--- src/rtl/sprite_palette_bank.sv ---
// Banked, runtime-writable sprite palette with a two-stage registered lookup.
// Optional colour flash is compiled in with `define PALETTE_FLASH_EN.
module sprite_palette_bank #(
    parameter int INDEX_W         = 4,
    parameter int BANKS           = 4,
    parameter int BANK_W          = 2,
    parameter int COLOR_W         = 4,
    parameter int TRANSPARENT_IDX = 0,
    parameter int FLASH_LEN       = 8
) (
    input  logic                 clk,
    input  logic                 reset_n,
    input  logic                 pix_valid,
    input  logic [BANK_W-1:0]    bank_sel,
    input  logic [INDEX_W-1:0]   index,
    output logic                 out_valid,
    output logic [COLOR_W-1:0]   red,
    output logic [COLOR_W-1:0]   green,
    output logic [COLOR_W-1:0]   blue,
    output logic                 transparent,
    input  logic                 wr_en,
    input  logic [BANK_W-1:0]    wr_bank,
    input  logic [INDEX_W-1:0]   wr_index,
    input  logic [3*COLOR_W-1:0] wr_data,
    input  logic                 frame_start,
    input  logic                 flash_trig,
    output logic                 flash_active
);

    localparam int ENTRIES = 1 << INDEX_W;
    localparam int DEPTH   = BANKS * ENTRIES;
    localparam int AW      = BANK_W + INDEX_W;
    localparam int RGB_W   = 3 * COLOR_W;

    // Default table is written as 4-bit nibbles; each nibble is replicated
    // from the MSB down so wider channels keep full intensity.
    function automatic logic [RGB_W-1:0] default_rgb(input int idx);
        logic [11:0]      nib;
        logic [RGB_W-1:0] v;
        case (idx)
            0:       nib = 12'hF00;
            1:       nib = 12'hF0B;
            3:       nib = 12'hFFF;
            5:       nib = 12'hFF0;
            6:       nib = 12'hF40;
            8:       nib = 12'h942;
            default: nib = 12'h000;
        endcase
        v = '0;
        for (int c = 0; c < 3; c++) begin
            for (int b = 0; b < COLOR_W; b++) begin
                v[c*COLOR_W + COLOR_W - 1 - b] = nib[c*4 + 3 - (b % 4)];
            end
        end
        return v;
    endfunction

    logic [RGB_W-1:0] palette_q [DEPTH];

    logic               v1_q, v1_d;
    logic [BANK_W-1:0]  bank1_q, bank1_d;
    logic [INDEX_W-1:0] idx1_q, idx1_d;
    logic               out_valid_q, out_valid_d;
    logic [RGB_W-1:0]   rgb_q, rgb_d;
    logic               transp_q, transp_d;

    logic               wr_ok;
    logic [AW-1:0]      wr_addr;
    logic               bank_ok;
    logic [AW-1:0]      rd_addr;
    logic [RGB_W-1:0]   rd_data;
    logic               flash_on;

    // {bank, index} is the flat address because every bank is 2^INDEX_W deep.
    assign wr_ok   = wr_en && (int'(wr_bank) < BANKS);
    assign wr_addr = {wr_bank, wr_index};
    assign bank_ok = int'(bank1_q) < BANKS;
    assign rd_addr = {bank1_q, idx1_q};

    always_comb begin
        rd_data = '0;
        if (bank_ok) begin
            rd_data = palette_q[rd_addr];
        end
    end

    // Reads in stage 2 see the pre-write contents, so a same-edge write is
    // only visible to later lookups.
    always_ff @(posedge clk or negedge reset_n) begin
        if (!reset_n) begin
            for (int i = 0; i < DEPTH; i++) begin
                palette_q[i] <= default_rgb(i % ENTRIES);
            end
        end else if (wr_ok) begin
            palette_q[wr_addr] <= wr_data;
        end
    end

    always_comb begin
        v1_d        = pix_valid;
        bank1_d     = bank_sel;
        idx1_d      = index;
        out_valid_d = v1_q;
        rgb_d       = rgb_q;
        transp_d    = transp_q;
        if (v1_q) begin
            transp_d = !bank_ok || (idx1_q == INDEX_W'(TRANSPARENT_IDX));
            if (transp_d) begin
                rgb_d = '0;
            end else if (flash_on) begin
                rgb_d = '1;
            end else begin
                rgb_d = rd_data;
            end
        end
    end

    always_ff @(posedge clk or negedge reset_n) begin
        if (!reset_n) begin
            v1_q        <= 1'b0;
            bank1_q     <= '0;
            idx1_q      <= '0;
            out_valid_q <= 1'b0;
            rgb_q       <= '0;
            transp_q    <= 1'b0;
        end else begin
            v1_q        <= v1_d;
            bank1_q     <= bank1_d;
            idx1_q      <= idx1_d;
            out_valid_q <= out_valid_d;
            rgb_q       <= rgb_d;
            transp_q    <= transp_d;
        end
    end

`ifdef PALETTE_FLASH_EN
    localparam int CW = $clog2(FLASH_LEN + 1);

    logic [CW-1:0] flash_cnt_q, flash_cnt_d;
    logic          flash_active_q, flash_active_d;

    // A trigger always reloads, even when a frame tick lands on the same edge.
    always_comb begin
        flash_cnt_d    = flash_cnt_q;
        flash_active_d = flash_active_q;
        if (flash_trig) begin
            flash_cnt_d    = CW'(FLASH_LEN);
            flash_active_d = 1'b1;
        end else if (flash_active_q && frame_start) begin
            flash_cnt_d = flash_cnt_q - CW'(1);
            if (flash_cnt_q == CW'(1)) begin
                flash_active_d = 1'b0;
            end
        end
    end

    always_ff @(posedge clk or negedge reset_n) begin
        if (!reset_n) begin
            flash_cnt_q    <= '0;
            flash_active_q <= 1'b0;
        end else begin
            flash_cnt_q    <= flash_cnt_d;
            flash_active_q <= flash_active_d;
        end
    end

    assign flash_on = flash_active_q;
`else
    logic unused_flash_inputs;
    assign unused_flash_inputs = ^{frame_start, flash_trig};
    assign flash_on = 1'b0;
`endif

    assign flash_active = flash_on;
    assign out_valid    = out_valid_q;
    assign red          = rgb_q[3*COLOR_W-1 -: COLOR_W];
    assign green        = rgb_q[2*COLOR_W-1 -: COLOR_W];
    assign blue         = rgb_q[COLOR_W-1 -: COLOR_W];
    assign transparent  = transp_q;

endmodule

--- config.mk ---
export PLATFORM = sky130hd
export DESIGN_NAME = sprite_palette_bank
export DESIGN_NICKNAME = d
export VERILOG_FILES = /design/src/rtl/sprite_palette_bank.sv
export SDC_FILE = /design/constraint.sdc
export NUM_CORES = 1
export LEC_CHECK = 0
export CORE_MARGIN = 2
export CORE_UTILIZATION = 55
export DETAILED_ROUTE_END_ITERATION = 8
export DONT_BUFFER_PORTS = 1
export GPL_ROUTABILITY_DRIVEN = 0
export PLACE_DENSITY_LB_ADDON = 0.25
export SYNTH_ARGS = -nofsm -noshare
export SYNTH_HDL_FRONTEND = slang
export SYNTH_SLANG_ARGS = --single-unit
--- constraint.sdc ---
create_clock -name clk -period 2.9 [get_ports clk]
set_clock_uncertainty 0.2 [all_clocks]
set_input_delay 0.29 -clock clk [delete_from_list [all_inputs] [get_ports clk]]
set_output_delay 0.29 -clock clk [all_outputs]
set_load 0.02 [all_outputs]
; ---- Yosys cells after proc, flatten, opt, wreduce, memory -nomap -nowiden
; Cells that the tools add are included.
; W data, S select, Z words.
[totals]
ff_bits = 789
inputBits = 30
out_inout_bits = 15
elab_cells = 84
[classes]
n_lt_le_gt_ge = 3
muxes = 7
bitwise_logic = 2
reduce_logical = 2
[ops]
columns = op, count
row1 = $bwmux W768, 1
row2 = $bmux W12 S6, 1
row3 = $demux W12 S6, 1
row4 = $mux W12, 4
row5 = $ge A7 B7 Y1 const B, 2
row6 = $not A6 Y7, 2
row7 = $lt A7 B1 Y1 const B, 1
row8 = $logic_not A4 Y1, 1
row9 = $logic_and A1 B1 Y1, 1

; ---- Longest topological paths before layout
[depth]
ltp_word = 6
depth_mapped = 9
mapped_depth_nobuf = 5

; ---- Worst setup path before layout
; OpenSTA, ideal clock, no wires.
[synth_timing]
path_kind = flip-flop to flip-flop
start = register idx1_q[2]
end = register rgb_q[3]
setup_ps = 129
arrival_ps = 2008
t_required_ps = 2571
setup_slack_ps = 563
stages_incl_launch_ff = 8
n_path_buf = 3
period_less_slack_ps = 2337
cell_sequence = dfrtp_1 > buf_2 > buf_2 > buf_1 > mux4_2 > mux4_2 > a22oi_1 > nand3_1
[synth_between]
elab_chain_len = 5
word_cells_on_any_way = 6
cone_classes = mux: 4 / bitwise: 1 / reduce/logical: 1
[synth_rtl]
columns = element, line
row1 = start: declaration, 62  ; logic [INDEX_W-1:0] idx1_q, idx1_d;
row2 = start signal: assignment, 129  ; idx1_q <= idx1_d;
row3 = $not A6 Y7 (not written as such), 83  ; rd_data = palette_q[rd_addr];
row4 = $bmux W12 S6, 83
row5 = $mux W12 (not written as such) (2 in series), 83
row6 = $mux W12 (*), 108  ; if (transp_d) begin
row7 = end signal: assignment, 131  ; rgb_q <= rgb_d;
row8 = end: declaration, 64  ; logic [RGB_W-1:0] rgb_q, rgb_d;
; Mark *: on every way between the ends. The rest lies on a longest branch, timed or not. The select of a mux whose other input is x is not followed.
; A chain may end at the register's enable or synchronous reset.

; ---- Worst setup path after layout
[layout_timing]
start = register idx1_q[1]
end = register rgb_q[1]
; Same word-level chain as after synthesis.

==> metrics <==
Least-Margin Pin Slew=3440 ps; failing checks=negative hold slack, max-slew violations; Sum Neg Setup Slack=0 ps; synth top area cells=dfrtp_1 (44%), mux2_2 (26%), dfstp_2 (12%); drc violations=0; Post-Syn Instances=2315; P_int=0.0214 W; Die Y-Extent=260 microns; CP arrival=3140 ps; Req. time, crit path=3200 ps; flip-flop and latch area=20000 sq um; ys async rst share=100%; Seq/Total Area, Yosys=55.2%; GRT Overall Usage=27.1%; most frequent cells in the layout=mux2_2 (825), dfrtp_1 (625), mux4_2 (174); routed len/inst=27.2 microns; number of flops mapped to enable cells by yosys=0; worst setup margin=54.0 ps; Avg Inst Size Synth=15.6 sq um; area of the multi-input gates=15200 sq um; synth unique cells=46; Core Rows=93; initial DRC count=1768; die area=67800 sq um; share of the clock period used by the worst path=98.1%; Post-Syn Nets=2345; Filler cells=4617; Ports=45; Seq pwr share=48.2%; drt pass-1 iters=8; clk_lat worst skew=640 ps; first-pass GRT wire length=137000 microns; Final Util=63.3%; Area Overhead vs Synth=13.4%; Max FO, Critical Path=10; Switching Fraction=23.5%; core area=64700 sq um; hold buffer count at cts=51; layout net count=2384; port bufs=0; Worst-path clk slew=60 ps; Critical R2R Launch=idx1_q[1]; Placed Cells incl. Taps=3074; Vias=20561; Clk pwr share=39.4%; status=complete, but fails checks; post-synth top area share=43.5%; pin count of the biggest net entering global routing=790; f_max=0.351 GHz; clk root buf=clkbuf_16; DP Worst Slack=-300 ps; Routed Antenna Nets=0; post-CTS setup buffers=0; FF-to-FF End=rgb_q[1]; relative slew slack=-129%; CTS Buffer Depth=3; CTS Sinks=789; kind of critical path=reg -> reg; post-synth top area cell=dfrtp_1; fin. max-slew vios=693; Initial Util=55.9%; final wirelength=89200 microns; CP Launch Point=idx1_q[1]; worst vdd ir=0.000627 V; RSZ-0062 raised after global routing=false; Psw=0.00658 W; Via-to-Cell Ratio=6.27; R2R setup slack=50 ps; Tmin final=2850 ps; MaxCap Viol Count=0; FF+latch count, synth=789; PwrDens=682 nW/um^2; startpoint types=register; LEAKAGE=18.6 nW; cell area after synthesis=36200 sq um; Hold Slack=-803 ps; Finished Layout Cells=3281; antenna violations before repair=2; Detailed Place HPWL=53900 microns; Min-Delay Path Class=in -> async; Fin. Hold Viols=680; vias in the first global route=21740; Comb power frac=12.4%; Setup crit end kind=register; layout cells sized above 1=59.9%; CTS H-tree lvls=3; FF-to-FF path depth=8; ys flop type=dfrtp_1; Ys Warns=0; commonest non-fill, non-tap cell in the layout=mux2_2; CTS tree=built; total gr overflow=0; cts bufs inserted=82; endpoints failing setup=0; Die Width=260 microns
## logic make-up after synthesis
family | count (synthesis) | synth area share (%)
other | 1 | 0.0104
buffers and inverters | 230 | 2.87
muxes | 1044 | 38.1
DFF | 789 | 55.2
and+or+nand+nor | 157 | 1.98
AOI/OAI and AO/OA | 94 | 1.92
## cells in the mapped netlist, drive strengths merged, types with 2 or more instances
library cell and n:
mux2 825, dfrtp 629, mux4 180, dfstp 160, clkbuf 146, buf 80, nor2 63, nand2 46
mux2i 39, a21oi 17, o21ai 14, a221o 13, a2111oi 10, o22ai 9, a211oi 7, nand3 7
nor2b 6, nand2b 5, nor3 5, o22a 5, o311ai 5, a221oi 4, and2 4, and3 4
inv 4, nand3b 4, o221ai 3, or2 3, a211o 2, a32oi 2, and3b 2, nand4 2
nor3b 2
## timing repair
action                                  4_1_cts  5_1_grt
gates resized for setup                       4       11
endpoints found under the setup margin        3        6
endpoints found under the hold margin      1564      789
## state kept, by name, summed over array words and instances, names as in the netlist
| register | cells |
|---|---|
| out_valid_d | 1 |
| rgb_q | 12 |
| out_valid | 1 |
| bank1_q | 2 |
| transparent | 1 |
| palette_q | 768 |
| idx1_q | 4 |
## power by group through the flow
| stage | logic [W] | registers, W | clock network [W] |
|---|---|---|---|
| 6_report | 0.00346 | 0.0135 | 0.0110 |
| 2_1_floorplan | 0.00259 | 0.0133 | 0 |
| 5_1_grt | 0.00368 | 0.0136 | 0.0116 |
| 3_5_place_dp | 0.00313 | 0.0136 | 0 |
| 3_3_place_gp | 0.00302 | 0.0135 | 0 |
| 4_1_cts | 0.00345 | 0.0134 | 0.0112 |
## metal layers
metal / vias up / routed length, microns / GRT usage, % / part of all wire [%]
met5: - / 9 / 0 / 0.010
met4: 2 / 2710 / 8.27 / 3.0
met3: 170 / 4640 / 4.94 / 5.2
met2: 536 / 43200 / 43.8 / 48
met1: 11216 / 38600 / 37.9 / 43
li1: 8637 / - / - / -
## worst max-delay path, cell delays in order (launching register included)
cell       delay (ps)
dfrtp_4           590
buf_4             230
buf_4             180
mux4_2            230
mux2i_1           130
a2111oi_2         660
buf_4             210
o21ai_1           130
o311ai_0          150
## area by class of cell
cell class,count,area share (%)
diodes,2,0.0122
flip-flops and latches,789,48.7
repair buffers,181,4.60
inverters,4,0.0366
clock inverters,34,1.12
clock buffers,120,5.77
multi-input cells,1296,37.1
well taps,855,2.61
## through the flow
stage          hold slack [ps]  total power [W]  instance area, sq um
2_1_floorplan             -206           0.0159                 36200
3_3_place_gp              -168           0.0165                 37400
3_5_place_dp              -158           0.0168                 37400
6_report                  -803           0.0280                 41000
5_1_grt                   -839           0.0290                 41000
4_1_cts                   -841           0.0281                 40900
## worst max path at each step
stage / to / depth (start not counted)
finish: rgb_q[1] / 8
global placement: rgb_q[1] / 8
global route: rgb_q[0] / 7
detailed placement: rgb_q[1] / 8
CTS: rgb_q[0] / 7
floorplan: rgb_q[3] / 7
No activity file was read; power rests on OpenSTA's default activity.
